`config.mk`:
```
export PLATFORM = sky130hd
export DESIGN_NAME = output_conditioner_flat
export DESIGN_NICKNAME = d
export VERILOG_FILES = /design/src/rtl/output_conditioner_pkg.sv /design/src/rtl/output_conditioner_if.sv /design/src/rtl/output_conditioner_hold_timer.sv /design/src/rtl/output_conditioner.sv /design/src/flat_wrapper.sv
export SDC_FILE = /design/constraint.sdc
export NUM_CORES = 1
export LEC_CHECK = 0
export CAP_MARGIN = 20
export CORE_AREA = 2 2 39 41
export CTS_BUF_LIST = sky130_fd_sc_hd__clkbuf_8
export CTS_CLUSTER_DIAMETER = 200
export DETAILED_ROUTE_END_ITERATION = 16
export DIE_AREA = 0 0 41 43
export GPL_ROUTABILITY_DRIVEN = 0
export GPL_TIMING_DRIVEN = 0
export PLACE_DENSITY = 0.68
export SETUP_SLACK_MARGIN = 0.15
export SYNTH_ARGS = -nofsm -noshare
export SYNTH_HDL_FRONTEND = slang
export SYNTH_HIERARCHICAL = 1
export SYNTH_SLANG_ARGS = --single-unit
export TNS_END_PERCENT = 1
```
`constraint.sdc`:
```
create_clock -name clk -period 4.09 [get_ports clk]
set_input_delay 1.227 -clock clk [delete_from_list [all_inputs] [get_ports clk]]
set_output_delay 1.227 -clock clk [all_outputs]
set_load 0.01 [all_outputs]
```
`src/rtl/output_conditioner_pkg.sv`:
```
// Shared types and parameter checks for the output conditioner.
// Optional build macro: OUTPUT_CONDITIONER_MERGE_EN (see output_conditioner.sv).
package output_conditioner_pkg;

   // Conditioner FSM: IDLE waits for a level change, HOLD keeps the pin stable.
   typedef enum logic {
      IDLE = 1'b0,
      HOLD = 1'b1
   } state_t;

   // True when the hold counter can reach holdtime-1 without wrapping.
   function automatic bit holdtime_fits(input int unsigned cw, input int unsigned ht);
      return (ht >= 1) && (ht <= (32'd1 << cw));
   endfunction

endpackage

```
`src/rtl/output_conditioner_if.sv`:
```
// Request handshake and pin-side outputs of the output conditioner.
//
// Handshake: a request transfers in a cycle where req_valid and req_ready are
// both high at the rising clock edge; req_level is sampled only then. The
// master may change req_level freely while req_valid is low, and must hold
// req_valid/req_level until the transfer completes. req_ready depends only on
// conditioner state, never on req_valid.
interface output_conditioner_if #(
   parameter int counterwidth = 4
);
   import output_conditioner_pkg::*;

   logic                    req_valid;
   logic                    req_level;
   logic                    req_ready;
   logic                    pinout;
   logic                    changed;
   logic                    busy;
   state_t                  dbg_state;
   logic [counterwidth-1:0] dbg_count;

   // Core-logic side: offers level requests and observes the pin.
   modport master (
      output req_valid,
      output req_level,
      input  req_ready,
      input  pinout,
      input  changed,
      input  busy,
      input  dbg_state,
      input  dbg_count
   );

   // Conditioner side.
   modport slave (
      input  req_valid,
      input  req_level,
      output req_ready,
      output pinout,
      output changed,
      output busy,
      output dbg_state,
      output dbg_count
   );

endinterface

```
`src/rtl/output_conditioner_hold_timer.sv`:
```
// Hold timer: counts cycles since the last pin change and flags the final
// cycle of the minimum hold. The counter is cleared by start and saturates at
// holdtime-1, so it never wraps.
module hold_timer
   import output_conditioner_pkg::*;
#(
   parameter int counterwidth = 4,
   parameter int holdtime     = 6
) (
   input  logic                    clk,
   input  logic                    reset,
   input  logic                    start,
   output logic [counterwidth-1:0] counter,
   output logic                    terminal
);

   localparam logic [counterwidth-1:0] TERM_COUNT = counterwidth'(holdtime - 1);

   if (!holdtime_fits(counterwidth, holdtime)) begin : g_bad_params
      $error("hold_timer: holdtime must be >= 1 and <= 2**counterwidth");
   end

   logic [counterwidth-1:0] count_q;
   logic [counterwidth-1:0] count_d;

   // Next count: clear on start, otherwise step up until the terminal value.
   always_comb begin
      count_d = count_q;
      if (start) begin
         count_d = '0;
      end else if (count_q != TERM_COUNT) begin
         count_d = count_q + counterwidth'(1);
      end
   end

   // Count register with synchronous reset.
   always_ff @(posedge clk) begin
      if (reset) begin
         count_q <= '0;
      end else begin
         count_q <= count_d;
      end
   end

   assign counter  = count_q;
   assign terminal = (count_q == TERM_COUNT);

endmodule

```
`src/rtl/output_conditioner.sv`:
```
// Output conditioner: turns level-change requests into a registered pin level
// that stays stable for at least holdtime cycles after every change, so a
// debouncing receiver on the far side never misses a transition. One request
// can wait in a pending slot while a hold is running.
//
// Build macro OUTPUT_CONDITIONER_MERGE_EN: when defined, requests are always
// accepted during HOLD and the newest one replaces the pending slot (only the
// final level survives). When undefined, the slot back-pressures and every
// request is applied in order.
module output_conditioner
   import output_conditioner_pkg::*;
#(
   parameter int counterwidth = 4,
   parameter int holdtime     = 6,
   parameter bit initlevel    = 1'b0
) (
   input logic                 clk,
   input logic                 reset,
   output_conditioner_if.slave bus
);

   state_t state_q, state_d;
   logic   pinout_q, pinout_d;
   logic   changed_q, changed_d;
   logic   pend_valid_q, pend_valid_d;
   logic   pend_level_q, pend_level_d;

   logic                    timer_start;
   logic                    terminal;
   logic [counterwidth-1:0] hold_count;
   logic                    req_ready;
   logic                    accept;
   logic                    eff_valid;
   logic                    eff_level;

   hold_timer #(
      .counterwidth (counterwidth),
      .holdtime     (holdtime)
   ) u_hold_timer (
      .clk      (clk),
      .reset    (reset),
      .start    (timer_start),
      .counter  (hold_count),
      .terminal (terminal)
   );

   // Ready and the request that decides the pin at the end of a hold.
   always_comb begin
`ifdef OUTPUT_CONDITIONER_MERGE_EN
      req_ready = 1'b1;
      eff_valid = accept | pend_valid_q;
      eff_level = accept ? bus.req_level : pend_level_q;
`else
      req_ready = (state_q == IDLE) || !pend_valid_q;
      eff_valid = pend_valid_q | accept;
      eff_level = pend_valid_q ? pend_level_q : bus.req_level;
`endif
   end

   assign accept = bus.req_valid & req_ready;

   // FSM next-state, pin level, change pulse and pending slot.
   always_comb begin
      state_d      = state_q;
      pinout_d     = pinout_q;
      changed_d    = 1'b0;
      pend_valid_d = pend_valid_q;
      pend_level_d = pend_level_q;
      timer_start  = 1'b0;
      case (state_q)
         IDLE: begin
            if (accept && (bus.req_level != pinout_q)) begin
               pinout_d    = bus.req_level;
               changed_d   = 1'b1;
               state_d     = HOLD;
               timer_start = 1'b1;
            end
         end
         HOLD: begin
            if (!terminal) begin
               if (accept) begin
                  pend_valid_d = 1'b1;
                  pend_level_d = bus.req_level;
               end
            end else begin
               pend_valid_d = 1'b0;
               if (eff_valid && (eff_level != pinout_q)) begin
                  pinout_d    = eff_level;
                  changed_d   = 1'b1;
                  timer_start = 1'b1;
               end else begin
                  state_d = IDLE;
               end
            end
         end
         default: state_d = IDLE;
      endcase
   end

   // State and registered outputs; reset drops any hold and pending request.
   always_ff @(posedge clk) begin
      if (reset) begin
         state_q      <= IDLE;
         pinout_q     <= initlevel;
         changed_q    <= 1'b0;
         pend_valid_q <= 1'b0;
         pend_level_q <= 1'b0;
      end else begin
         state_q      <= state_d;
         pinout_q     <= pinout_d;
         changed_q    <= changed_d;
         pend_valid_q <= pend_valid_d;
         pend_level_q <= pend_level_d;
      end
   end

   assign bus.req_ready = req_ready;
   assign bus.pinout    = pinout_q;
   assign bus.changed   = changed_q;
   assign bus.busy      = (state_q == HOLD);
   assign bus.dbg_state = state_q;
   assign bus.dbg_count = hold_count;

endmodule

```
`src/flat_wrapper.sv`:
```
// flat-port wrapper written by rule: the top's interface ports become plain ports
module output_conditioner_flat import output_conditioner_pkg::*;
#(
   parameter int counterwidth = 4,
   parameter int holdtime     = 6,
   parameter bit initlevel    = 1'b0
)
  (clk, reset, bus_req_valid, bus_req_level, bus_req_ready, bus_pinout, bus_changed, bus_busy, bus_dbg_state, bus_dbg_count);
  output_conditioner_if #(.counterwidth(counterwidth)) bus_i ();
  input logic clk;
  input logic reset;
  input wire logic [$bits(bus_i.req_valid)-1:0] bus_req_valid;
  input wire logic [$bits(bus_i.req_level)-1:0] bus_req_level;
  output wire logic [$bits(bus_i.req_ready)-1:0] bus_req_ready;
  output wire logic [$bits(bus_i.pinout)-1:0] bus_pinout;
  output wire logic [$bits(bus_i.changed)-1:0] bus_changed;
  output wire logic [$bits(bus_i.busy)-1:0] bus_busy;
  output wire logic [$bits(bus_i.dbg_state)-1:0] bus_dbg_state;
  output wire logic [$bits(bus_i.dbg_count)-1:0] bus_dbg_count;
  assign bus_i.req_valid = bus_req_valid;
  assign bus_i.req_level = bus_req_level;
  assign bus_req_ready = bus_i.req_ready;
  assign bus_pinout = bus_i.pinout;
  assign bus_changed = bus_i.changed;
  assign bus_busy = bus_i.busy;
  assign bus_dbg_state = bus_i.dbg_state;
  assign bus_dbg_count = bus_i.dbg_count;
  output_conditioner #(.counterwidth(counterwidth), .holdtime(holdtime), .initlevel(initlevel)) u_core (.clk(clk), .reset(reset), .bus(bus_i));
endmodule
```
==> results.toml, run 1 <==
[run_status]
status = "finished clean"

[setup_path]
critPathSlowestCell = "clkdlybuf4s50_1"
r2r_cells = 7
cp_cell_sequence = "clkdlybuf4s50_1 -> xor2_1 -> a2bb2oi_2 -> nor2_1 -> nor3b_1 -> mux2_2"
r2r-end = "u_core/u_hold_timer/counter[3]"
crit_fanout = 6
timing.rr.start = "u_core/u_hold_timer/counter[0]"
rrSetupSlack_ns = 2.16
start_kind = "input port"
crit_path_max_incr_delay_ns = 0.56
required_ns = 4.20
cp-end-kind = "flip-flop"
worstPathArrival_ns = 2.82
critPathKind = "in -> reg"

[yosys]
synthSimpleGateAreaFrac_pct = 22.37
synth-seq-cells = 9
ys_seq_area_share_pct = 37.89
yosysWarningCount = 6
syn-instance-count = 46
synth_top_family_by_area = "simple AND/OR/NAND/NOR gates"
synth_edf_count = 0
syn_area_per_cell_sq_um = 10.34
yosysMostFrequentCell = "dfxtp_1"
synth_top_area_cell = "dfxtp_1"
synth-xor-area-share_pct = 5.526
muxShareOfSynthArea_pct = 7.632
synth.top_cell.area_share_pct = 37.89
synth_common_cells = "dfxtp_1 (9), nor2_1 (3), nor3b_1 (3)"
synthArstFlopShare_pct = 0
syn_area_sq_um = 475.5
synth_compound_area_share_pct = 18.16
syn_nets = 52
synthAdderAreaFrac_pct = 5.263
netlist_top_cells_area = "dfxtp_1 (38%), a2111oi_2 (6.3%), ha_1 (5.3%)"
synth_flop_cell = "dfxtp_1"
yosysUniqueCellTypes = 26

[finish]
nNetsFinal = 69
num_antenna_cells = 0
postLayoutCoreUtil_pct = 47.74
multi_input_area_sq_um = 280.3
seqCellArea_sq_um = 180.2
area_delta_synth_final_pct = 38.95
drive_above_1_share_pct = 16.13
fillers = 136

[pwr]
p_switching_uw = 63.40
seqPwrFrac_pct = 41.2
cell_internal_pwr_uw = 189.5
vdd_drop_max_uv = 170.4
pwr-share-clk_pct = 38.7
p_total_uw = 252.9
power_density_nw_per_um2 = 382.8
p_leak_nw = 0.2519
power_frac_comb_pct = 20.2
switching_share_pct = 25.07

[grt]
antenna_found_initial = 0
grt_usage_pct = 11.69
grt_pass1_vias = 351
grt_start_max_net_pins = 12
gr-total-overflow = 0
grt_pass1_wl_microns = 1476

[route]
drt_iter0_drc = 6
vias = 402
avgRoutedWirePerCell_microns = 11.46
wirelength_microns = 894
vias_per_cell = 5.154
route.detailed.drc = 0
firstDrtPassIters = 2
ant_nets = 0

[die]
die_w_microns = 41
start_util_pct = 34.36
die-area_sq_um = 1763
core_region_area_sq_um = 1384
num_rows = 14
io_pins = 13
die_height_microns = 43

[sta]
fin_setup_tns_ns = 0
tightest_slew_ns = 0.4339
finalSetupViolCount = 0
fmax_ghz = 0.3696
rsz0062_at_grt = "no"
setup_ws_ns = 1.384
hold_violations = 0
min_period_ns = 2.706
finalCritPeriodShare_pct = 66.16
whs_ns = 0.5451
relSlewSlack_pct = 70.97
clock_skew_ns = 0.0003782
final_max_slew_viol_count = 0

[placed_design]
hpwl_microns = 669.2
portBuffers = 12
place_ws_ns = 1.156

[min_path]
holdPathEnd = "u_core/pend_level_q"
hold_path.startpoint = "u_core/pend_level_q"
worstHoldPathType = "reg -> reg"
min_path_cells = 2

[clock_network]
numCtsBuffers = 3
cts_setup_buffers = 0
cts.path.max_buffers = 2
path_clk_slew_ns = 0.04
cts_num_sinks = 9
clock_latency_ns = 0.22
cts_tree = "done"
cts_root_buffer = "clkbuf_8"
h-tree-depth = 1
ctsResizeCount = 0
cts_hold_buf = 0

[run]
drv_cap = 0
==> registers in the layout, indices dropped and copies added (netlist names) <==
signal                       cells
u_core/u_hold_timer/counter      4
u_core/bus.busy                  1
u_core/bus.changed               1
u_core/bus.pinout                1
u_core/pend_level_q              1
u_core/pend_valid_q              1
==> placed cells by master (no fill, tap or decap), types with 2 or more instances in the layout <==
cell,netlist,routed
inv_1,2,3
nor3_1,2,2
clkdlybuf4s50_1,0,12
nor3b_1,3,3
clkbuf_8,0,3
nor4_1,2,2
a21oi_1,2,2
nor2_1,3,3
a211oi_1,2,2
a2111oi_2,2,2
xnor2_1,2,2
dfxtp_1,9,9
ha_1,2,2
==> layout make-up <==
type | instances | share of cell area (%)
multi-input combinational | 34 | 42.42
sequential | 9 | 27.27
timing repair buffer | 12 | 18.18
clock buffer | 3 | 6.250
tap | 16 | 3.030
buffer | 1 | 1.136
inverter | 2 | 1.136
clock inverter | 1 | 0.5682
==> metrics by stage <==
stage	instance area, sq um	std cells
after floorplan	475.5	46
after global placement	615.6	74
after detailed placement	615.6	74
after CTS	660.6	78
after global routing	660.6	78
final	660.6	78
==> worst max-delay path: cells and delay by family <==
kind | cells | cell delay, ns
XOR/XNOR | 1 | 0.19
buffers and inverters | 1 | 0.56
AO/OA/AOI/OAI | 1 | 0.11
multiplexers | 1 | 0.27
AND/OR/NAND/NOR | 2 | 0.46
==> power by group through the flow <==
stage,Sequential (mW),Combinational [mW],Clock [mW]
floorplan,0.107,0.0272,0
global placement,0.106,0.0511,0
detailed placement,0.106,0.0511,0
CTS,0.104,0.0516,0.0988
global route,0.105,0.0561,0.105
finish,0.104,0.0510,0.0977
==> worst max-delay path by stage <==
| stage | from | endpoint |
|---|---|---|
| 5_1_grt | bus_req_valid | u_core/u_hold_timer/counter[3] |
| 3_3_place_gp | bus_req_level | u_core/u_hold_timer/counter[0] |
| 3_5_place_dp | bus_req_level | u_core/u_hold_timer/counter[3] |
| 2_1_floorplan | bus_req_valid | u_core/u_hold_timer/counter[0] |
| 4_1_cts | bus_req_level | u_core/u_hold_timer/counter[0] |
| 6_report | bus_req_level | u_core/u_hold_timer/counter[3] |
==> metal layers <==
layer	vias up	global-route usage (%)	share of wire [%]
li1	202	-	-
met3	0	2.094	8.2
met1	188	16.61	47
met4	0	4.000	0
met5	-	0	0
met2	12	17.19	45
==> logic make-up (layout without fill, tap and decap cells) <==
family                   count (synthesis)  in the layout
flip-flops                               9              9
AO/OA/AOI/OAI                            9              9
multiplexers                             3              3
adder cells (fa/ha/maj)                  2              2
AND/OR/NAND/NOR                         17             17
XOR/XNOR                                 3              3
buffers and inverters                    3             19
Note: power is estimated with default switching activity, not from simulation.
==> run 2, diff against run 1 <==
==> constraint.sdc (replaced) <==
create_clock -name clk -period 2.8 [get_ports clk]
set_input_delay 0.84 -clock clk [delete_from_list [all_inputs] [get_ports clk]]
set_output_delay 0.84 -clock clk [all_outputs]
set_load 0.01 [all_outputs]
==> results of run 2 <==
The final DEF is identical to that of run 1. Status: finished clean.
Among the figures that moved: setup slack after placement 1.156 ns -> 0.2534 ns; setup slack after layout 1.384 ns -> 0.4812 ns; register-to-register setup slack 2.16 ns -> 0.87 ns; total power 0.2529 mW -> 0.3694 mW; worst IR drop on VDD 170.4 uV -> 248.9 uV
==> run 3, diff against run 2 <==
--- a/config.mk
+++ b/config.mk
@@ -13,7 +13,7 @@
 export DIE_AREA = 0 0 41 43
 export GPL_ROUTABILITY_DRIVEN = 0
 export GPL_TIMING_DRIVEN = 0
-export PLACE_DENSITY = 0.68
+export PLACE_DENSITY = 0.71
 export SETUP_SLACK_MARGIN = 0.15
 export SYNTH_ARGS = -nofsm -noshare
 export SYNTH_HDL_FRONTEND = slang
==> constraint.sdc (replaced) <==
create_clock -name clk -period 2.1 [get_ports clk]
set_input_delay 0.63 -clock clk [delete_from_list [all_inputs] [get_ports clk]]
set_output_delay 0.63 -clock clk [all_outputs]
set_load 0.01 [all_outputs]
==> results.toml, run 3 (same netlist as run 1, synthesis figures left out) <==
[die]
num_rows = 14
start_util_pct = 34.36
core_region_area_sq_um = 1384
die-area_sq_um = 1763
die_height_microns = 43
die_w_microns = 41
io_pins = 13

[pwr]
vdd_drop_max_uv = 373.4
p_leak_nw = 0.2715
pwr-share-clk_pct = 37.5
p_switching_uw = 127.1
power_frac_comb_pct = 21.9
power_density_nw_per_um2 = 725.7
switching_share_pct = 25.32
cell_internal_pwr_uw = 375.0
seqPwrFrac_pct = 40.5

[setup_path]
path_depth = 6
rrSetupSlack_ns = 0.31
path_buf_inv = 2
cp-end-kind = "flip-flop"
crit_path_start = "bus_req_valid"
r2r_cells = 8
cp_cell_sequence = "clkdlybuf4s50_1 -> a21boi_1 -> a2bb2oi_2 -> buf_4 -> a2111oi_2 -> nor4_1"
worstPathArrival_ns = 1.98
required_ns = 2.19
crit_fanout = 4
crit_path_max_incr_delay_ns = 0.52
critPathSlowestCell = "clkdlybuf4s50_1"
timing.rr.start = "u_core/u_hold_timer/counter[1]"
r2r-end = "u_core/pend_level_q"
critPathTopFamily = "buffers and inverters"
critPathKind = "in -> reg"
start_kind = "input port"
endpoint = "u_core/bus.pinout"

[route]
avgRoutedWirePerCell_microns = 12.43
wirelength_microns = 994
vias_per_cell = 5.100
firstDrtPassIters = 4
route.detailed.drc = 0
drt_iter0_drc = 1
vias = 408
ant_nets = 0

[grt]
grt_start_max_net_pins = 12
grt_usage_pct = 13.09
grt_pass1_wl_microns = 1587
antenna_found_initial = 0
gr-total-overflow = 0
grt_pass1_vias = 377

[clock_network]
h-tree-depth = 1
cts_tree = "done"
path_clk_slew_ns = 0.04
cts_root_buffer = "clkbuf_8"
cts_num_sinks = 9
clock_latency_ns = 0.22
numCtsBuffers = 3
cts.path.max_buffers = 2

[sta]
clock_skew_ns = 0.0003079
fin_setup_tns_ns = 0
fmax_ghz = 0.5300
relSlewSlack_pct = 72.26
tightest_slew_ns = 0.4149
finalSetupViolCount = 0
final_max_slew_viol_count = 0
rsz0062_at_grt = "yes"
min_period_ns = 1.887
finalCritPeriodShare_pct = 89.85
hold_violations = 0
setup_ws_ns = 0.2132

[min_path]
worstHoldPathType = "reg -> reg"
hold_path.startpoint = "u_core/bus.busy"

[finish]
final_area_sq_um = 691.9
drive_above_1_share_pct = 23.44
layout_commonest_cell = "clkdlybuf4s50_1"
num_antenna_cells = 0
area_delta_synth_final_pct = 45.53
final_cell_mix = "clkdlybuf4s50_1 (11), dfxtp_1 (8)"
largest_reg_flops = 4
nNetsFinal = 71
instances_no_fill = 80

[placed_design]
hpwl_microns = 681.7
place_ws_ns = -0.2372
dp_cells = 74
placed_area_sq_um = 615.6
portBuffers = 12

[run]
drv_cap = 0

[run_status]
status = "finished clean"
run 3: cell types whose count changed in the layout (fill, tap and decap cells not counted):
cell | previous run | this run
buf_4 | 1 | 3
clkdlybuf4s50_1 | 12 | 11
nor2b_1 | 1 | 0
dfxtp_1 | 9 | 8
nor2b_2 | 0 | 1
nor2_1 | 3 | 2
dlymetal6s2s_1 | 0 | 1
nor2_4 | 0 | 1
dfxtp_4 | 0 | 1
run 3: stage by stage:
stage	util (%)	hold WS, ns	power, mW
after floorplan	-	0.4960	0.2608
after global placement	44.48	0.5372	0.3053
after detailed placement	44.48	0.5395	0.3061
after CTS	48.01	0.5501	0.5011
after global routing	50.00	0.5407	0.5287
final	50.00	0.5208	0.5021
run 3: worst register-to-register path, stage by stage, from the launching register on:
cell and delay (ns):
dfxtp_1 0.38, inv_1 0.06, ha_1 0.20, nand3b_1 0.15, inv_1 0.12, nand2b_1 0.21
nor3b_1 0.28, mux2i_1 0.22, nor2_1 0.05
run 3: layer usage:
metal	track usage [%]	part of all wire, %
met5	0	0
met4	6.000	0
met3	3.141	6.1
met2	18.13	49
met1	18.51	45
run 3: power groups by stage:
stage | Sequential [mW] | Combinational (mW) | Clock [mW]
3_3_place_gp | 0.206 | 0.0996 | 0
5_1_grt | 0.206 | 0.122 | 0.201
4_1_cts | 0.204 | 0.102 | 0.195
6_report | 0.203 | 0.110 | 0.189
2_1_floorplan | 0.208 | 0.0531 | 0
3_5_place_dp | 0.206 | 0.100 | 0
run 3: worst min path at each step:
stage,endpoint,slack [ns],cells after the start
finish,u_core/pend_valid_q,0.52,1
global route,u_core/pend_valid_q,0.54,1
CTS,u_core/pend_level_q,0.55,2
detailed placement,u_core/pend_level_q,0.54,2
global placement,u_core/pend_level_q,0.54,2
floorplan,u_core/pend_level_q,0.50,2
run 3: area by class of cell:
type,instances,area [sq um]
tap,16,20.02
clock buffer,3,41.29
clock inverter,1,3.754
buffer,1,7.507
multi-input combinational,34,290.3
fill,136,691.9
inverter,2,7.507
sequential,9,183.9
timing repair buffer,14,137.6
run 3: what timing repair did:
action	CTS	global route
setup buffers	0	2
setup endpoints to repair	4	4
hold buffers	0	0
pin swaps	0	1
resized for setup	2	4
